### config.mk
export PLATFORM = sky130hd
export DESIGN_NAME = bf_core_param
export DESIGN_NICKNAME = d
export VERILOG_FILES = /design/src/rtl/bf_pkg.sv /design/src/rtl/bf_loop_stack.sv /design/src/rtl/bf_core_param.sv
export SDC_FILE = /design/constraint.sdc
export NUM_CORES = 1
export LEC_CHECK = 0
export CAP_MARGIN = 40
export CORE_ASPECT_RATIO = 0.6
export CORE_MARGIN = 2
export CORE_UTILIZATION = 40
export DETAILED_ROUTE_END_ITERATION = 6
export RECOVER_POWER = 100
export SLEW_MARGIN = 30
export SYNTH_ARGS = -nofsm -noshare
export SYNTH_HDL_FRONTEND = slang
export SYNTH_SLANG_ARGS = --single-unit
export TNS_END_PERCENT = 20
### constraint.sdc
create_clock -name clock -period 7.6 [get_ports clock]
set_input_delay 1.14 -clock clock [delete_from_list [all_inputs] [get_ports clock]]
set_output_delay 1.14 -clock clock [all_outputs]
set_load 0.01 [all_outputs]
### src/rtl/bf_pkg.sv
// Shared types for the Brainfuck core: opcode and state encodings, error codes.
package bf_pkg;

  typedef enum logic [2:0] {
    OP_INC_SP = 3'd0,
    OP_DEC_SP = 3'd1,
    OP_INC    = 3'd2,
    OP_DEC    = 3'd3,
    OP_OUT    = 3'd4,
    OP_IN     = 3'd5,
    OP_LOOP   = 3'd6,
    OP_END    = 3'd7
  } opcode_e;

  typedef enum logic [2:0] {
    S_EXEC     = 3'd0,
    S_SKIP     = 3'd1,
    S_OUT_WAIT = 3'd2,
    S_IN_WAIT  = 3'd3,
    S_HALT     = 3'd4
  } state_e;

  localparam logic [2:0] ERR_NONE            = 3'd0;
  localparam logic [2:0] ERR_STACK_OVERFLOW  = 3'd1;
  localparam logic [2:0] ERR_UNMATCHED_END   = 3'd2;
  localparam logic [2:0] ERR_UNMATCHED_BEGIN = 3'd3;
  localparam logic [2:0] ERR_TAPE_BOUND      = 3'd4;

endpackage

### src/rtl/bf_loop_stack.sv
// Loop-return LIFO: holds the pc of each open '['. Async reset empties it;
// push while full and pop while empty are ignored (the core faults first).
module bf_loop_stack #(
  parameter int DEPTH = 16,
  parameter int W     = 16
) (
  input  logic         clock,
  input  logic         reset_n,
  input  logic         push_i,
  input  logic         pop_i,
  input  logic [W-1:0] push_data_i,
  output logic [W-1:0] top_o,
  output logic         full_o,
  output logic         empty_o
);

  localparam int PTR_W = (DEPTH > 1) ? $clog2(DEPTH) : 1;
  localparam int CNT_W = $clog2(DEPTH + 1);

  logic [CNT_W-1:0] cnt_q, cnt_d;
  logic [W-1:0]     mem_q [DEPTH];

  assign full_o  = (cnt_q == CNT_W'(DEPTH));
  assign empty_o = (cnt_q == '0);
  assign top_o   = mem_q[PTR_W'(cnt_q - CNT_W'(1))];

  always_comb begin
    cnt_d = cnt_q;
    if (push_i && !full_o)       cnt_d = cnt_q + CNT_W'(1);
    else if (pop_i && !empty_o)  cnt_d = cnt_q - CNT_W'(1);
  end

  always_ff @(posedge clock or negedge reset_n) begin
    if (!reset_n) cnt_q <= '0;
    else          cnt_q <= cnt_d;
  end

  // Storage needs no reset: entries are only read below the count.
  always_ff @(posedge clock) begin
    if (push_i && !full_o) mem_q[PTR_W'(cnt_q)] <= push_data_i;
  end

endmodule

### src/rtl/bf_core_param.sv
// Parametrised Brainfuck execution core with hardware loop resolution and
// valid/ready byte I/O. Define BF_TAPE_BOUND_EN to fault on tape under/overflow.
module bf_core_param
  import bf_pkg::*;
#(
  parameter int DATA_W      = 8,
  parameter int TAPE_AW     = 16,
  parameter int PROG_AW     = 16,
  parameter int PROG_LEN    = 65535,
  parameter int STACK_DEPTH = 16
) (
  input  logic               clock,
  input  logic               reset_n,
  output logic [PROG_AW-1:0] pc,
  input  logic [2:0]         pmem_data_read,
  output logic [TAPE_AW-1:0] sp,
  input  logic [DATA_W-1:0]  tape_data_read,
  output logic               tape_we,
  output logic [DATA_W-1:0]  tape_data_write,
  output logic               out_valid,
  input  logic               out_ready,
  output logic [DATA_W-1:0]  out_data,
  input  logic               in_valid,
  output logic               in_ready,
  input  logic [DATA_W-1:0]  in_data,
  output logic               halted,
  output logic [2:0]         err_code
);

  localparam logic [PROG_AW-1:0] PC_END = PROG_AW'(PROG_LEN);

  state_e             state_q, state_d;
  logic [PROG_AW-1:0] pc_q, pc_d, pc_inc;
  logic [TAPE_AW-1:0] sp_q, sp_d;
  logic [PROG_AW-1:0] depth_q, depth_d;
  logic [DATA_W-1:0]  out_data_q, out_data_d;
  logic               halted_q, halted_d;
  logic [2:0]         err_q, err_d;

  logic               we, push, pop;
  logic [DATA_W-1:0]  wdata;
  logic [PROG_AW-1:0] stk_top;
  logic               stk_full, stk_empty;
  opcode_e            op;
  logic               cell_zero;

  assign op        = opcode_e'(pmem_data_read);
  assign cell_zero = (tape_data_read == '0);
  assign pc_inc    = pc_q + PROG_AW'(1);

  bf_loop_stack #(
    .DEPTH (STACK_DEPTH),
    .W     (PROG_AW)
  ) u_stack (
    .clock       (clock),
    .reset_n     (reset_n),
    .push_i      (push),
    .pop_i       (pop),
    .push_data_i (pc_q),
    .top_o       (stk_top),
    .full_o      (stk_full),
    .empty_o     (stk_empty)
  );

  always_comb begin
    state_d    = state_q;
    pc_d       = pc_q;
    sp_d       = sp_q;
    depth_d    = depth_q;
    out_data_d = out_data_q;
    halted_d   = halted_q;
    err_d      = err_q;
    we         = 1'b0;
    wdata      = '0;
    push       = 1'b0;
    pop        = 1'b0;
    case (state_q)
      S_EXEC: begin
        if (pc_q == PC_END) begin
          state_d  = S_HALT;
          halted_d = 1'b1;
          err_d    = ERR_NONE;
        end else begin
          case (op)
            OP_INC_SP: begin
`ifdef BF_TAPE_BOUND_EN
              if (sp_q == '1) begin
                state_d  = S_HALT;
                halted_d = 1'b1;
                err_d    = ERR_TAPE_BOUND;
              end else
`endif
              begin
                sp_d = sp_q + TAPE_AW'(1);
                pc_d = pc_inc;
              end
            end
            OP_DEC_SP: begin
`ifdef BF_TAPE_BOUND_EN
              if (sp_q == '0) begin
                state_d  = S_HALT;
                halted_d = 1'b1;
                err_d    = ERR_TAPE_BOUND;
              end else
`endif
              begin
                sp_d = sp_q - TAPE_AW'(1);
                pc_d = pc_inc;
              end
            end
            OP_INC: begin
              we    = 1'b1;
              wdata = tape_data_read + DATA_W'(1);
              pc_d  = pc_inc;
            end
            OP_DEC: begin
              we    = 1'b1;
              wdata = tape_data_read - DATA_W'(1);
              pc_d  = pc_inc;
            end
            OP_OUT: begin
              state_d    = S_OUT_WAIT;
              out_data_d = tape_data_read;
            end
            OP_IN: state_d = S_IN_WAIT;
            OP_LOOP: begin
              if (cell_zero) begin
                depth_d = PROG_AW'(1);
                pc_d    = pc_inc;
                state_d = S_SKIP;
              end else if (stk_full) begin
                state_d  = S_HALT;
                halted_d = 1'b1;
                err_d    = ERR_STACK_OVERFLOW;
              end else begin
                push = 1'b1;
                pc_d = pc_inc;
              end
            end
            OP_END: begin
              if (stk_empty) begin
                state_d  = S_HALT;
                halted_d = 1'b1;
                err_d    = ERR_UNMATCHED_END;
              end else if (!cell_zero) begin
                pc_d = stk_top + PROG_AW'(1);
              end else begin
                pop  = 1'b1;
                pc_d = pc_inc;
              end
            end
            default: ;
          endcase
        end
      end
      S_SKIP: begin
        if (pc_q == PC_END) begin
          state_d  = S_HALT;
          halted_d = 1'b1;
          err_d    = ERR_UNMATCHED_BEGIN;
        end else begin
          pc_d = pc_inc;
          if (op == OP_LOOP) begin
            depth_d = depth_q + PROG_AW'(1);
          end else if (op == OP_END) begin
            depth_d = depth_q - PROG_AW'(1);
            if (depth_q == PROG_AW'(1)) state_d = S_EXEC;
          end
        end
      end
      S_OUT_WAIT: begin
        if (out_ready) begin
          state_d = S_EXEC;
          pc_d    = pc_inc;
        end
      end
      S_IN_WAIT: begin
        if (in_valid) begin
          we      = 1'b1;
          wdata   = in_data;
          state_d = S_EXEC;
          pc_d    = pc_inc;
        end
      end
      default: ;
    endcase
  end

  always_ff @(posedge clock or negedge reset_n) begin
    if (!reset_n) begin
      state_q    <= S_EXEC;
      pc_q       <= '0;
      sp_q       <= '0;
      depth_q    <= '0;
      out_data_q <= '0;
      halted_q   <= 1'b0;
      err_q      <= ERR_NONE;
    end else begin
      state_q    <= state_d;
      pc_q       <= pc_d;
      sp_q       <= sp_d;
      depth_q    <= depth_d;
      out_data_q <= out_data_d;
      halted_q   <= halted_d;
      err_q      <= err_d;
    end
  end

  // The write strobe is combinational, so hold it off while reset is asserted.
  assign tape_we         = we & reset_n;
  assign tape_data_write = tape_we ? wdata : '0;
  assign pc              = pc_q;
  assign sp              = sp_q;
  assign out_valid       = (state_q == S_OUT_WAIT);
  assign out_data        = out_data_q;
  assign in_ready        = (state_q == S_IN_WAIT);
  assign halted          = halted_q;
  assign err_code        = err_q;

endmodule
==> metrics.txt, run 1 <==
outcome=finished with violations; failing checks=capacitance limit, slew limit; Synth area leaders=edfxtp_1 51%, dfrtp_1 11%, mux4_2 9.7%, ha_1 2.3%, nand2_1 2.0%; maxcap violations=10; Final setup viols=0; share of cells above drive strength 1=13.8%; NumNets Final=1167; Most used DFF post-synth=edfxtp_1; Worst Tran Pin Value=2020 ps; CTS Sinks=323; # resized after CTS=0; Critical Path Fanout Max=28; CP Capture Type=flip-flop; Vias=9246; vias in the first global route=8879; cell row count=55; relative slew slack=-36.4%; Ant. Diodes=0; Hold Violations, Final=0; Final Core Density=46.4%; leading area contributor after synthesis=edfxtp_1; cts bufs inserted=31; unrepaired setup endpoints after global routing=no; DR iter-0 viols=829; Antenna Violating Nets Remaining=0; Worst EP required=between 8000 and 9000 ps; WP data arrival=6630 ps; Post CTS Setup Buffer Count=0; dpl cell area=16500 um2; dpl hpwl=23600 um; Post-synth EDFFs=256; # IOs=78; Routed WL=37000 um; port buffer count=76; area of the multi-input gates=5330 um2; post-DR vias/cell=~5.6; syn_nets=1077; die outline area=39400 um2; P&R area growth vs syn=15.1%; LEAKAGE=0.00687 uW; Worst-Skew Late Latency=570 ps; P per Cell Area=203 nW/um2; largest net degree at the start of global routing=45; top cells by count, synth=256 x edfxtp_1, 79 x nand2_1, 67 x dfrtp_1; syn_area_per_cell=14.7 um2; WL/cell=22.4 um; initial antenna violation count=0; Ys Warns=0; Mapped Cells=1025; clock buffer depth=3; worst setup path class=reg -> reg; min cycle time layout=6180 ps; final instance area=17400 um2; Die X=255 um; fillcell total=approximately 3.3k; clock-pin slew on the worst setup and hold paths=70 ps; Initial Util=40.4%; # DRC=0; asr flop ratio synth=20.7%; Critical Path Source Type=flip-flop; Worst IR Drop VDD=155 uV; crit share post-route=81.4%; Placer Congestion=0.827; drt pass-1 iters=5; Post-Syn Area=around 15000 um2; CTS Hold Buffers Added=0; CTS tree=done; Register Area=9360 um2; Die H=around 150 um; wire length of the first global-routing pass=56000 um; CTS H-tree lvls=1; Netlist cell types=83; sequential area share after synthesis=about three fifths; count leader, synth=edfxtp_1; register bit total from synthesis=323; hold crit path type=in -> async; Fmax=about 160 MHz; clk_skew=13.0 ps; setup TNS=0 ps; CTS root buf=clkbuf_16; GR Overflow Total=0; Pins Over Slew Limit=~180; Synth top area share=between 50% and 60%; Core ar.=37400 um2; gr usage total=18.9%
-- metal layers --
| metal | vias up | global-route usage (%) | share of wire [%] |
|---|---|---|---|
| met2 | 314 | 25.2 | 40 |
| met5 | - | 0 | 0 |
| met4 | 0 | 4.29 | 2.1 |
| met3 | 47 | 3.84 | 7.2 |
| li1 | 4200 | - | - |
| met1 | 4685 | 31.0 | 50 |
-- flip-flops by register name, indices dropped and copies added (netlist names) --
signal / count
u_stack.mem_q: 256
u_stack.cnt_q: 5
halted: 1
sp: 16
state_q: 3
pc: 16
depth_q: 16
err_code: 2
out_data: 8
-- stage by stage --
stage          hold slack, ps  worst slack, ps  total power (uW)  instances
4_1_cts                   352             1830              3570       1652
3_3_place_gp              455             2000              1990       1591
5_1_grt                   454              832              3640       1652
3_5_place_dp              462             1910              1990       1595
6_report                  454             1420              3530       1652
2_1_floorplan             468             2920              1960       1025
-- critical path, cell delays in order (launching register included) --
cell,delay (ps)
dfrtp_1,1520
inv_1,580
ha_1,1250
inv_1,660
mux4_2,500
o21ai_0,70
a22o_1,340
nor4_1,420
nand4_1,190
xor2_1,180
a221oi_1,330
-- final timing paths --
kind	from	to	slack [ps]	cells past startpoint
worst max-delay path	u_stack.cnt_q[0]	pc[15]	1420	10
worst min-delay path	reset_n	out_data[4]	450	1
worst max register to register	u_stack.cnt_q[0]	pc[15]	1420	10
worst min register to register	halted	halted	470	1
max in group asynchronous	reset_n	pc[14]	5130	2
min in group clock	halted	halted	470	1
-- layout make-up --
type | count | area share [%]
clock buffers | 37 | 4.71
clock inverters | 20 | 1.22
inverters | 22 | 0.475
multi-input cells | 629 | 30.6
flip-flops and latches | 323 | 53.9
well taps | 513 | 3.69
repair buffers | 108 | 5.43
-- layout by cell type (no fill, tap or decap), types with 10 or more instances in the layout --
cell             count
mux2_2              12
o21ai_0             60
a21oi_1             33
mux4_2              65
dlygate4sd3_1       55
o31ai_1             11
nor2b_1             18
edfxtp_1           256
nand2b_1            10
and3_1              12
xor2_1              21
dfrtp_1             67
clkbuf_1            29
xnor2_1             21
nor3_1              21
nor2_1              40
nor4_1              12
clkbuf_16           31
nand2_1             79
clkdlybuf4s50_1     20
nand3_1             28
ha_1                28
inv_1               20
-- logic make-up (layout without fill, tap and decap cells) --
group / after synthesis / count (layout) / synth area share (%)
multiplexers: 93 / 93 / 12.4
AND/OR/NAND/NOR: 279 / 279 / 9.61
buffers and inverters: 73 / 187 / 2.77
adder cells (fa/ha/maj): 31 / 31 / 2.58
XOR/XNOR: 44 / 44 / 2.80
flip-flops: 323 / 323 / 62.0
other: 1 / 1 / 0.0248
AO/OA/AOI/OAI: 181 / 181 / 7.83
-- report_power, final --
group          switching (uW)  internal (uW)  total [uW]  leakage (uW)
Combinational            37.7           27.2        64.9       0.00249
Clock                     673            905        1580      0.000506
Sequential               1.16           1890        1890       0.00388
Power figures use the tool's default switching activity.
==> inputs of run 2 (changes only) <==
clock period = 5.2 ns   (was 7.6 ns; I/O delays follow)
==> run 2 against run 1 <==
Compared with the run above:
- the run still ends with capacitance limit, slew limit left
- clock skew grew 11 ps
- core utilization grew 0.054 points
- routed wire length shrank 0.98%
- sequential cell count is the same
- power grew 43%
- count of clock-buffer cells in the layout grew 3
- non-clock buffer count grew 19
- global-route usage is essentially flat
- sequential power grew 46%
- highest routed layer unchanged
- worst setup slack lost 1000 ps
- critical path depth grew 1
- hold slack gained 4.9 ps
- largest cell class unchanged
==> metrics.txt, run 2 (synthesis gave the netlist of run 1 again) <==
outcome=finished with violations; failing checks=capacitance limit, slew limit; port buffer count=76 (unchanged); Register Area=9370 um2 (about the same); CP Capture Type=primary output; area of the multi-input gates=5320 um2 (about the same); Die X=255 um (unchanged); Core ar.=37400 um2 (unchanged); crit share post-route=92.7%; # resized after CTS=0 (unchanged); CTS H-tree lvls=1 (unchanged); unrepaired setup endpoints after global routing=no; Hold Violations, Final=0 (unchanged); Die H=155 um (unchanged); Routed WL=36600 um (-0.98%); min cycle time layout=4820 ps; NumNets Final=1185 (+1.5%); Worst EP required=4420 ps (-3630 ps); clock buffer depth=3 (unchanged); P per Cell Area=290 nW/um2 (+43%); Post CTS Setup Buffer Count=0 (unchanged); Antenna Violating Nets Remaining=0 (unchanged); clk_skew=24.3 ps (+11.3 ps); fillcell total=3331 (+1.3%); Worst Tran Pin Value=2500 ps (+478 ps); Fmax=between 200 and 250 MHz; Worst IR Drop VDD=228 uV (+47%); Setup WS post-layout=379 ps (-1040 ps); hold crit path type=reg -> reg; dpl hpwl=24000 um (+1.7%); die outline area=39400 um2 (unchanged); DR iter-0 viols=846 (+2.1%); CTS root buf=clkbuf_16; Final setup viols=0 (unchanged); WP data arrival=4040 ps (-2590 ps); CP startpoint=pmem_data_read[2]; Worst-Skew Late Latency=580 ps (about the same); cts bufs inserted=30 (-3.2%); dpl ws=398 ps (-1520 ps); FF-to-FF Start=pc[1]; Ant. Diodes=0 (unchanged); relative slew slack=-66.4% (-30 points); maxcap violations=7 (-3); commonest non-fill, non-tap cells in the layout=256 x edfxtp_1, 79 x nand2_1, 66 x dfrtp_1; drt pass-1 iters=5 (unchanged); # IOs=78 (unchanged); CTS Sinks=323 (unchanged); # DRC=0 (unchanged); CTS tree=done; setup TNS=0 ps (unchanged); initial antenna violation count=0 (unchanged); max FFs per register=256 (unchanged); P&R area growth vs syn=15.2%; CTS Hold Buffers Added=0 (unchanged); Vias=9295 (+0.53%); GR Overflow Total=0 (unchanged); worst setup path class=in -> out; share of cells above drive strength 1=14.3% (+0.48 points); Initial Util=40.4% (unchanged); Pins Over Slew Limit=157 (-14%); WL/cell=21.9 um (-2.1%); Hold Path Stages=1; Placer Congestion=0.840 (+1.6%); wire length of the first global-routing pass=56200 um (+0.31%); commonest non-fill, non-tap cell in the layout=edfxtp_1; clock-pin slew on the worst setup and hold paths=60 ps (about the same); Critical Path Source Type=input pin; LEAKAGE=0.00685 uW (-0.40%); largest net degree at the start of global routing=45 (unchanged); vias in the first global route=9026 (+1.7%); gr usage total=18.9% (about the same); Hold Crit Start=halted; post-DR vias/cell=5.57 (-0.55%); Critical Path Fanout Max=8 (-71%); Largest Register=u_stack.mem_q; FF-to-FF path depth=11 (+1); cell row count=55 (unchanged)
==> run 2: layer usage <==
layer	wire, um	GRT usage (%)	share of wire, %
met1	18900	31.2	52
met2	14900	25.4	41
met3	2120	3.38	5.8
met4	701	4.37	1.9
met5	0	0	0
==> run 2: report_power, final <==
group / internal, uW / switching, uW
sequential: 2760 / 1.64
combinational: 39.2 / 54.5
clock: 1230 / 963
total: 4030 / 1020
==> run 2: through the flow <==
step / instance area (um2) / hold slack [ps] / std cells / total power, uW / util, %
4_1_cts: 17600 / 211 / 1669 / 5100 / 47.0
2_1_floorplan: 15100 / 468 / 1025 / 2860 / -
6_report: 17400 / 459 / 1670 / 5050 / 46.5
5_1_grt: 17400 / 488 / 1670 / 5210 / 46.5
3_5_place_dp: 16600 / 454 / 1613 / 2910 / 44.4
3_3_place_gp: 16600 / 454 / 1613 / 2910 / 44.3
==> run 2: layout make-up <==
class / count / share of cell area [%]
Multi-Input combinational cell: 629 / 30.6
Sequential cell: 323 / 53.8
Inverter: 22 / 0.474
Clock buffer: 40 / 4.82
Clock inverter: 16 / 0.791
Tap cell: 513 / 3.69
Timing Repair Buffer: 127 / 5.85
==> run 2: worst max-delay path, stage by stage <==
cell and delay [ps]:
clkdlybuf4s50_1 480, nand3b_1 290, clkinv_1 350, ha_1 430, a31oi_1 90, maj3_1 410, o21ai_0 250, xnor2_1 150
a22oi_1 80, nor2b_1 150, clkdlybuf4s50_1 580
==> run 2: path summary, 6_finish.rpt <==
kind,end,slack [ps]
max,tape_data_write[7],380
min,halted,460
max reg2reg,u_stack.mem_q[15][10],570
min reg2reg,halted,460
max in group asynchronous,sp[9],1440
min in group asynchronous,sp[11],980
==> inputs of run 3 (changes only) <==
SETUP_SLACK_MARGIN = 0.5   (was unset)
==> run 3 against run 2 <==
Compared with the run above:
- the run still ends with capacitance limit, slew limit left
- core utilization barely moved
- routed wire length barely moved
- highest routed layer unchanged
- sequential share of layout area barely moved
- count of clock-buffer cells in the layout did not move
- non-clock buffer count rose by 1
- clock power barely moved
- die area did not move
- sequential power barely moved
- clock skew fell by 1.2 ps
- first-iteration DRC count rose by 2.2%
==> metrics.txt, run 3 (synthesis gave the netlist of run 1 again) <==
outcome=finished with violations; failing checks=capacitance limit, slew limit; Register Area=9370 um2 (unchanged); area of the multi-input gates=5320 um2 (unchanged); unrepaired setup endpoints after global routing=yes; Pins Over Slew Limit=157 (unchanged); port buffer count=76 (unchanged); dpl hpwl=24000 um (unchanged); P&R area growth vs syn=15.3% (about the same); Ant. Diodes=0 (unchanged); max FFs per register=256 (unchanged); setup TNS=0 ps (unchanged); relative slew slack=-67.0% (-0.60 points); Antenna Violating Nets Remaining=0 (unchanged); # DRC=0 (unchanged); min cycle time layout=4660 ps (-164 ps); CTS root buf=clkbuf_16; Routed WL=36600 um (about the same); commonest non-fill, non-tap cell in the layout=edfxtp_1; CTS H-tree lvls=1 (unchanged); Die H=155 um (unchanged); GR Overflow Total=0 (unchanged); post-DR vias/cell=5.56 (-0.14%); largest net degree at the start of global routing=45 (unchanged); fillcell total=3334 (+0.090%); LEAKAGE=0.00686 uW (+0.16%); vias in the first global route=9026 (unchanged); FF-to-FF Start=pc[0]; die outline area=39400 um2 (unchanged); Worst Tran Pin Value=2500 ps (+8.97 ps); P per Cell Area=290 nW/um2 (about the same); CP startpoint=pc[12]; Fmax=215 MHz (+3.5%); Initial Util=40.4% (unchanged); hold crit path type=reg -> reg; met2 Usage GRT=25.4% (unchanged); clock buffer depth=3 (unchanged); wire length of the first global-routing pass=56200 um (unchanged); # IOs=78 (unchanged); Critical Path Fanout Max=23 (+15); share of cells above drive strength 1=14.5% (+0.25 points); WL/cell=21.9 um (-0.14%); NumNets Final=1186 (+0.084%); busiest grt layer=met1; worst setup path class=reg -> out; Critical Path Source Type=flip-flop; cts bufs inserted=30 (unchanged); cell row count=55 (unchanged); commonest non-fill, non-tap cells in the layout=256 x edfxtp_1, 79 x nand2_1, 66 x dfrtp_1; maxcap violations=7 (unchanged); Hold Crit Start=halted; Final setup viols=0 (unchanged); Worst EP required=4420 ps (about the same); initial antenna violation count=0 (unchanged); clk_skew=23.1 ps (-1.21 ps); CTS Sinks=323 (unchanged); Placer Congestion=0.840 (unchanged); drt pass-1 iters=5 (unchanged); CTS Hold Buffers Added=0 (unchanged); Fin Hold WS=459 ps (-0.0640 ps); GR met1 Demand/Resource=31.2% (unchanged); gr usage total=18.9% (unchanged); Core ar.=37400 um2 (unchanged); crit share post-route=89.6% (-3.1 points); CTS tree=done; Die X=255 um (unchanged); DR iter-0 viols=865 (+2.2%); Largest Register=u_stack.mem_q; Vias=9288 (-0.075%); clock-pin slew on the worst setup and hold paths=70 ps (about the same); Worst IR Drop VDD=229 uV (+0.17%); WP data arrival=3880 ps (-160 ps); CP Capture Type=primary output; Worst-Skew Late Latency=580 ps (about the same); GRT met3 Usage=3.38% (unchanged); Hold Violations, Final=0 (unchanged)
==> run 3: power by group <==
group	total, uW	switching, uW	internal (uW)	leakage [uW]
sequential	2760	1.66	2760	0.00388
combinational	93.9	54.6	39.3	0.00250
clock	2200	963	1230	0.000476
total	5050	1020	4030	0.00686
==> run 3: area by class of cell <==
cell class,instances,area share (%)
inverters,22,0.481
multi-input cells,629,30.6
flip-flops and latches,323,53.8
clock buffers,40,4.82
clock inverters,16,0.790
well taps,513,3.69
repair buffers,128,5.88
==> run 3: layer usage <==
metal | wire length [um] | part of all wire [%]
met5 | 0 | 0
met2 | 15000 | 41
met3 | 2120 | 5.8
met1 | 18800 | 51
met4 | 693 | 1.9
==> run 3: path summary, 6_finish.rpt <==
kind,end,slack (ps),depth (start not counted)
worst min register to register,halted,460,1
min in group asynchronous,sp[11],980,1
worst max register to register,u_stack.mem_q[15][10],700,10
worst max-delay path,tape_data_write[4],540,9
max in group asynchronous,sp[9],1440,2
worst min-delay path,halted,460,1
==> run 3: worst max-delay path: stages (launching register included) <==
cell             delay, ps
dfrtp_1                790
nand3_1                270
nor3_1                 620
and2_1                 300
nor3_1                  60
buf_4                  170
and3_1                 320
a22oi_1                190
nor2b_1                 70
clkdlybuf4s50_1        520
==> run 3: timing repair <==
action,4_1_cts,5_1_grt
resized for setup,1,2
setup buffers,0,1
endpoints found under the setup margin,2,9
==> run 3: through the flow <==
stage	cell area, um2	utilization (%)	total power (uW)	cells	worst slack (ps)
final	17400	46.5	5050	1671	542
after global routing	17400	46.5	5210	1671	243
after CTS	17600	47.0	5100	1669	417
after detailed placement	16600	44.4	2910	1613	398
after global placement	16600	44.3	2910	1613	520
after floorplan	15100	-	2860	1025	880
